==> src/rtl/aes_stim_driver.sv <==
// AES-128 verify-platform stimulus driver: walks a synchronous vector ROM, hands key/plaintext
// to the chip over valid/ready and queues the expected ciphertexts for the scoreboard in order.
module aes_stim_driver #(
  parameter int NUM_VEC   = 16,
  parameter int ADDR_W    = 4,
  parameter int EXP_DEPTH = 4
) (
  input  logic              clk,
  input  logic              rst_n,
  input  logic              start,
  output logic              busy,
  output logic              done,
  output logic [ADDR_W:0]   sent_cnt,
  output logic [ADDR_W-1:0] rom_addr,
  input  logic [127:0]      rom_key,
  input  logic [127:0]      rom_pt,
  input  logic [127:0]      rom_ct,
  output logic [127:0]      chip_key,
  output logic [127:0]      chip_pt,
  output logic              chip_valid,
  input  logic              chip_ready,
  output logic              exp_valid,
  output logic [127:0]      exp_ct,
  input  logic              exp_ready
);

  localparam int DATA_W = 128;
  localparam int PTR_W  = $clog2(EXP_DEPTH);
  localparam int CNT_W  = PTR_W + 1;
  localparam logic [ADDR_W:0] LAST_IDX = (ADDR_W+1)'(NUM_VEC - 1);
  localparam logic [CNT_W-1:0] FULL_CNT = CNT_W'(EXP_DEPTH);

  typedef enum logic [2:0] {
    S_IDLE, S_FETCH, S_WAIT, S_LOAD, S_SEND, S_DRAIN, S_DONE
  } state_t;

  state_t              state_q;
  logic [DATA_W-1:0]   key_p0;
  logic [DATA_W-1:0]   pt_p0;
  logic [DATA_W-1:0]   ct_p0;
  logic                vld_p0;

  logic [DATA_W-1:0]   fifo_mem [EXP_DEPTH];
  logic [PTR_W-1:0]    wr_ptr;
  logic [PTR_W-1:0]    rd_ptr;
  logic [CNT_W-1:0]    fifo_cnt;
  logic                fifo_full;
  logic                push;
  logic                pop;

  assign fifo_full = (fifo_cnt == FULL_CNT);
  assign exp_valid = (fifo_cnt != '0);
  assign exp_ct    = exp_valid ? fifo_mem[rd_ptr] : '0;
  assign pop       = exp_valid & exp_ready;
  // A full FIFO stalls the chip side, unless a pop in the same cycle frees the slot.
  assign chip_valid = vld_p0 & (~fifo_full | pop);
  assign push       = chip_valid & chip_ready;
  assign chip_key   = key_p0;
  assign chip_pt    = pt_p0;

  // Control FSM and chip-facing output stage (_p0)
  always_ff @(posedge clk or negedge rst_n) begin
    if (!rst_n) begin
      state_q  <= S_IDLE;
      busy     <= 1'b0;
      done     <= 1'b0;
      sent_cnt <= '0;
      rom_addr <= '0;
      key_p0   <= '0;
      pt_p0    <= '0;
      vld_p0   <= 1'b0;
    end else begin
      done <= 1'b0;
      case (state_q)
        S_IDLE: begin
          if (start) begin
            state_q  <= S_FETCH;
            busy     <= 1'b1;
            sent_cnt <= '0;
            rom_addr <= '0;
          end
        end
        S_FETCH: state_q <= S_WAIT;
        S_WAIT:  state_q <= S_LOAD;
        S_LOAD: begin
          key_p0  <= rom_key;
          pt_p0   <= rom_pt;
          vld_p0  <= 1'b1;
          state_q <= S_SEND;
        end
        S_SEND: begin
          if (push) begin
            vld_p0   <= 1'b0;
            sent_cnt <= sent_cnt + (ADDR_W+1)'(1);
            if (sent_cnt < LAST_IDX) begin
              rom_addr <= rom_addr + ADDR_W'(1);
              state_q  <= S_FETCH;
            end else begin
              state_q <= S_DRAIN;
            end
          end
        end
        S_DRAIN: begin
          if (!exp_valid) begin
            state_q <= S_DONE;
            busy    <= 1'b0;
            done    <= 1'b1;
          end
        end
        S_DONE:  state_q <= S_IDLE;
        default: state_q <= S_IDLE;
      endcase
    end
  end

  // Expected-ciphertext staging and FIFO storage (data only, no reset)
  always_ff @(posedge clk) begin
    if (state_q == S_LOAD) ct_p0 <= rom_ct;
    if (push) fifo_mem[wr_ptr] <= ct_p0;
  end

  always_ff @(posedge clk or negedge rst_n) begin
    if (!rst_n) begin
      wr_ptr   <= '0;
      rd_ptr   <= '0;
      fifo_cnt <= '0;
    end else begin
      if (push) wr_ptr <= wr_ptr + PTR_W'(1);
      if (pop)  rd_ptr <= rd_ptr + PTR_W'(1);
      case ({push, pop})
        2'b10:   fifo_cnt <= fifo_cnt + CNT_W'(1);
        2'b01:   fifo_cnt <= fifo_cnt - CNT_W'(1);
        default: fifo_cnt <= fifo_cnt;
      endcase
    end
  end

endmodule
==> config.mk <==
export PLATFORM = sky130hd
export DESIGN_NAME = aes_stim_driver
export DESIGN_NICKNAME = d
export VERILOG_FILES = /design/src/rtl/aes_stim_driver.sv
export SDC_FILE = /design/constraint.sdc
export NUM_CORES = 1
export LEC_CHECK = 0
export ABC_AREA = 1
export CAP_MARGIN = 20
export CORE_MARGIN = 3
export CORE_UTILIZATION = 25
export DETAILED_ROUTE_END_ITERATION = 10
export GPL_TIMING_DRIVEN = 0
export HOLD_SLACK_MARGIN = 0.02
export PLACE_DENSITY = 0.57
export SYNTH_ARGS = -nofsm -noshare
export SYNTH_HDL_FRONTEND = slang
export SYNTH_SLANG_ARGS = --single-unit
==> constraint.sdc <==
create_clock -name clk -period 21.6 [get_ports clk]
set_clock_uncertainty 0.1 [all_clocks]
set_input_delay 2.16 -clock clk [delete_from_list [all_inputs] [get_ports clk]]
set_output_delay 2.16 -clock clk [all_outputs]
set_load 0.02 [all_outputs]
==> metrics.csv <==
metric,value,unit
synthArstFlopShare,30.3,%
multi_input_area,7380,sq um
drive_above_1_share,8.53,%
switching_share,39.5,%
fp.dieH,377,microns
die_w,377,microns
grt_setup_unrepaired,no,
status,"finished, final reports clean",
post-cts-setup-buffers,0,
maxCapViolCount,0,
synth_top_area_share,55.8,%
yosysTopAreaCell,edfxtp_1,
hold_depth,2,
fill_cells,13400,
placed_area,45100,sq um
path_class,reg2out,
first_global_vias,25400,
grt_overflow_total,0,
final_max_slew_viol_count,0,
die-area,142000,sq um
synth-seq-area-share,76.0,%
ys_types,31,
wl_per_cell,24.6,microns
synth_edf_count,640,
hold_path_end,chip_pt[91],
min_period,5.87,ns
reg2reg_from,fifo_cnt[2],
synth_area,34500,sq um
area_growth,40.8,%
r2r_slack,18.53,ns
cpMaxStageDelayCell,clkdlybuf4s50_1,
p_leak,18.6,nW
r2r_cells,10,
worst_path_most_repeated_cell,buf_2,
drtIter0Drc,1879,
regArea,26200,sq um
pwr-share-clk,22.7,%
fmax,170,MHz
ys.flop_type,edfxtp_1,
cts_tree,yes,
instances_no_fill,5675,
grt_first_pass_wirelength,192000,microns
antenna_found_initial,69,
cp_cell_sequence,"buf_2, inv_2, buf_2, clkbuf_2, o21ai_0, a21oi_1, clkdlybuf4s50_1",
synth_area_per_cell,12.0,sq um
synthTopCellsByArea,"edfxtp_1, dfrtp_1, nand2_1",
synthCells,2871,
ys_seq_elements,918,
rows,135,
timing.rr.end,fifo_mem[0][80],
yosysWarnings,0,
cts_buffer_depth,3,
clkTransAtPathRegs,0.06,ns
syn_nets,3268,
dp_cells,5460,
setup_viol,0,
crit_path_start_kind,register,
insertion_delay,0.70,ns
clockRootBuffer,clkbuf_16,
hold_violations,0,
wl,139000,microns
via_per_inst,4.40,
min-delay-start,chip_pt[91],
via_count,24900,
endpoint_kind,primary output,
sequentialPowerShare,34.0,%
holdWs,0.374,ns
grt_max_degree,108,
gp_congestion,0.971,
power.density,161,nW/um^2
grt_usage,19.1,%
drc,0,
arrival,3.61,ns
dpl.hpwl,104000,microns
cts_sinks,918,
final_nets,4181,
htreeDepth,3,
hold_class,reg2reg,
fin_area,48500,sq um
cts_buffers,103,
switchingPower,3.08,mW
ant_nets,0,
crit_path_max_fanout,10,
coreArea,136000,sq um
floorplan.initialDensity,25.3,%
p_int,4.71,mW
tns,0,ns
fin_crit_sh,27.2,%
ctsResizeCount,0,
holdBufCountCts,0,
relSlewSlack,35.3,%
ir_worst_vdd,0.0984,mV
pwr-share-comb,43.3,%
drt_first_pass_iters,5,
io_pins,786,
slowest_delay,0.86,ns
tightestPinTransition,0.969,ns
crit_required,19.34,ns
numPortBuffers,785,
[per-stage QoR]
step                      util [%]  total power, mW  setup WS [ns]
after CTS                     35.6             7.90          15.54
after floorplan                  -             4.27          13.01
after detailed placement      33.1             6.09          15.88
after global routing          35.6             8.23          15.56
final                         35.6             7.79          15.73
after global placement        32.7             6.11           4.80
[metal layers]
| metal | GRT usage [%] | vias up | part of all wire [%] |
|---|---|---|---|
| met5 | 0 | - | 0.066 |
| met4 | 8.07 | 14 | 5.0 |
| met3 | 7.13 | 309 | 9.2 |
| met2 | 34.5 | 962 | 51 |
| met1 | 19.8 | 12100 | 34 |
| li1 | - | 11500 | - |
[layout make-up]
type	instances	share of cell area (%)
flip-flops and latches	918	53.9
repair buffers	808	17.2
multi-input cells	1769	15.2
clock buffers	128	5.72
well taps	1781	4.59
plain buffers	156	1.72
clock inverters	63	1.25
inverters	28	0.217
diodes	24	0.124
[worst max-delay path by stage]
| stage | start | endpoint | slack [ns] |
|---|---|---|---|
| 2_1_floorplan | exp_ready | fifo_mem[0][0] | 13.01 |
| 3_3_place_gp | rst_n | chip_pt[87] | 4.80 |
| 3_5_place_dp | exp_ready | chip_valid | 15.88 |
| 4_1_cts | rd_ptr[0] | exp_ct[5] | 15.54 |
| 5_1_grt | rd_ptr[0] | exp_ct[5] | 15.56 |
| 6_report | rd_ptr[0] | exp_ct[5] | 15.73 |
[registers in the layout, indices dropped and copies added, names as in the netlist]
register  flops
rd_ptr        2
done          1
fifo_mem    512
chip_pt     128
busy          1
state_q       3
rom_addr      4
sent_cnt      5
fifo_cnt      3
chip_key    128
wr_ptr        2
vld_p0        1
ct_p0       128
[power by group through the flow]
stage / logic, mW / registers [mW] / clock network [mW]
6_report: 3.37 / 2.65 / 1.77
5_1_grt: 3.65 / 2.70 / 1.89
4_1_cts: 3.43 / 2.65 / 1.82
3_5_place_dp: 3.41 / 2.67 / 0
3_3_place_gp: 3.36 / 2.75 / 0
2_1_floorplan: 1.32 / 2.95 / 0
[cells by family (layout without fill, tap and decap cells)]
family | after synthesis | in the layout | share of synthesized area [%]
flip-flops | 918 | 918 | 76.0
AND/OR/NAND/NOR | 1355 | 1355 | 15.0
AO/OA/AOI/OAI | 399 | 399 | 5.84
adder cells (fa/ha/maj) | 8 | 8 | 0.312
other | 0 | 24 | 0
XOR/XNOR | 7 | 7 | 0.178
buffers and inverters | 184 | 1183 | 2.70
[layout by cell type, fill, tap and decap left out, types with 3 or more instances in the layout]
cell / n
ha_1: 7
nand3_2: 3
o21ai_0: 255
dfrtp_1: 278
inv_1: 21
a21oi_1: 131
buf_12: 18
nand3_1: 7
clkinv_1: 18
nor2_1: 527
diode_2: 24
clkbuf_8: 6
clkinvlp_4: 8
edfxtp_1: 640
xor2_1: 5
buf_4: 29
clkbuf_16: 105
clkinv_2: 22
buf_1: 9
nand4_1: 5
clkdlybuf4s50_1: 784
o21ai_1: 10
bufinv_16: 10
buf_16: 5
buf_2: 73
clkbuf_2: 24
inv_2: 7
clkbuf_1: 36
nand2_1: 802
nor2_4: 5
[worst max-delay path: cells and delay by family, from the launching register on]
kind / cells / cell delay [ns]
buf+inv: 5 / 2.07
compound gates: 2 / 0.47
flops: 1 / 0.35
[cell usage after synthesis, types with 2 or more instances]
library cell and count:
nand2_1 802, edfxtp_1 640, nor2_1 531, dfrtp_1 278, o21ai_0 255, a21oi_1 131
buf_2 74, buf_4 29, clkbuf_2 24, inv_1 21, clkbuf_1 19, o21ai_1 10
buf_1 9, ha_1 7, inv_2 7, nand3_1 7, nand4_1 5, xor2_1 5
nand3_2 3, nor2_2 2, xnor2_1 2
Note: power is estimated with default switching activity, not from simulation.
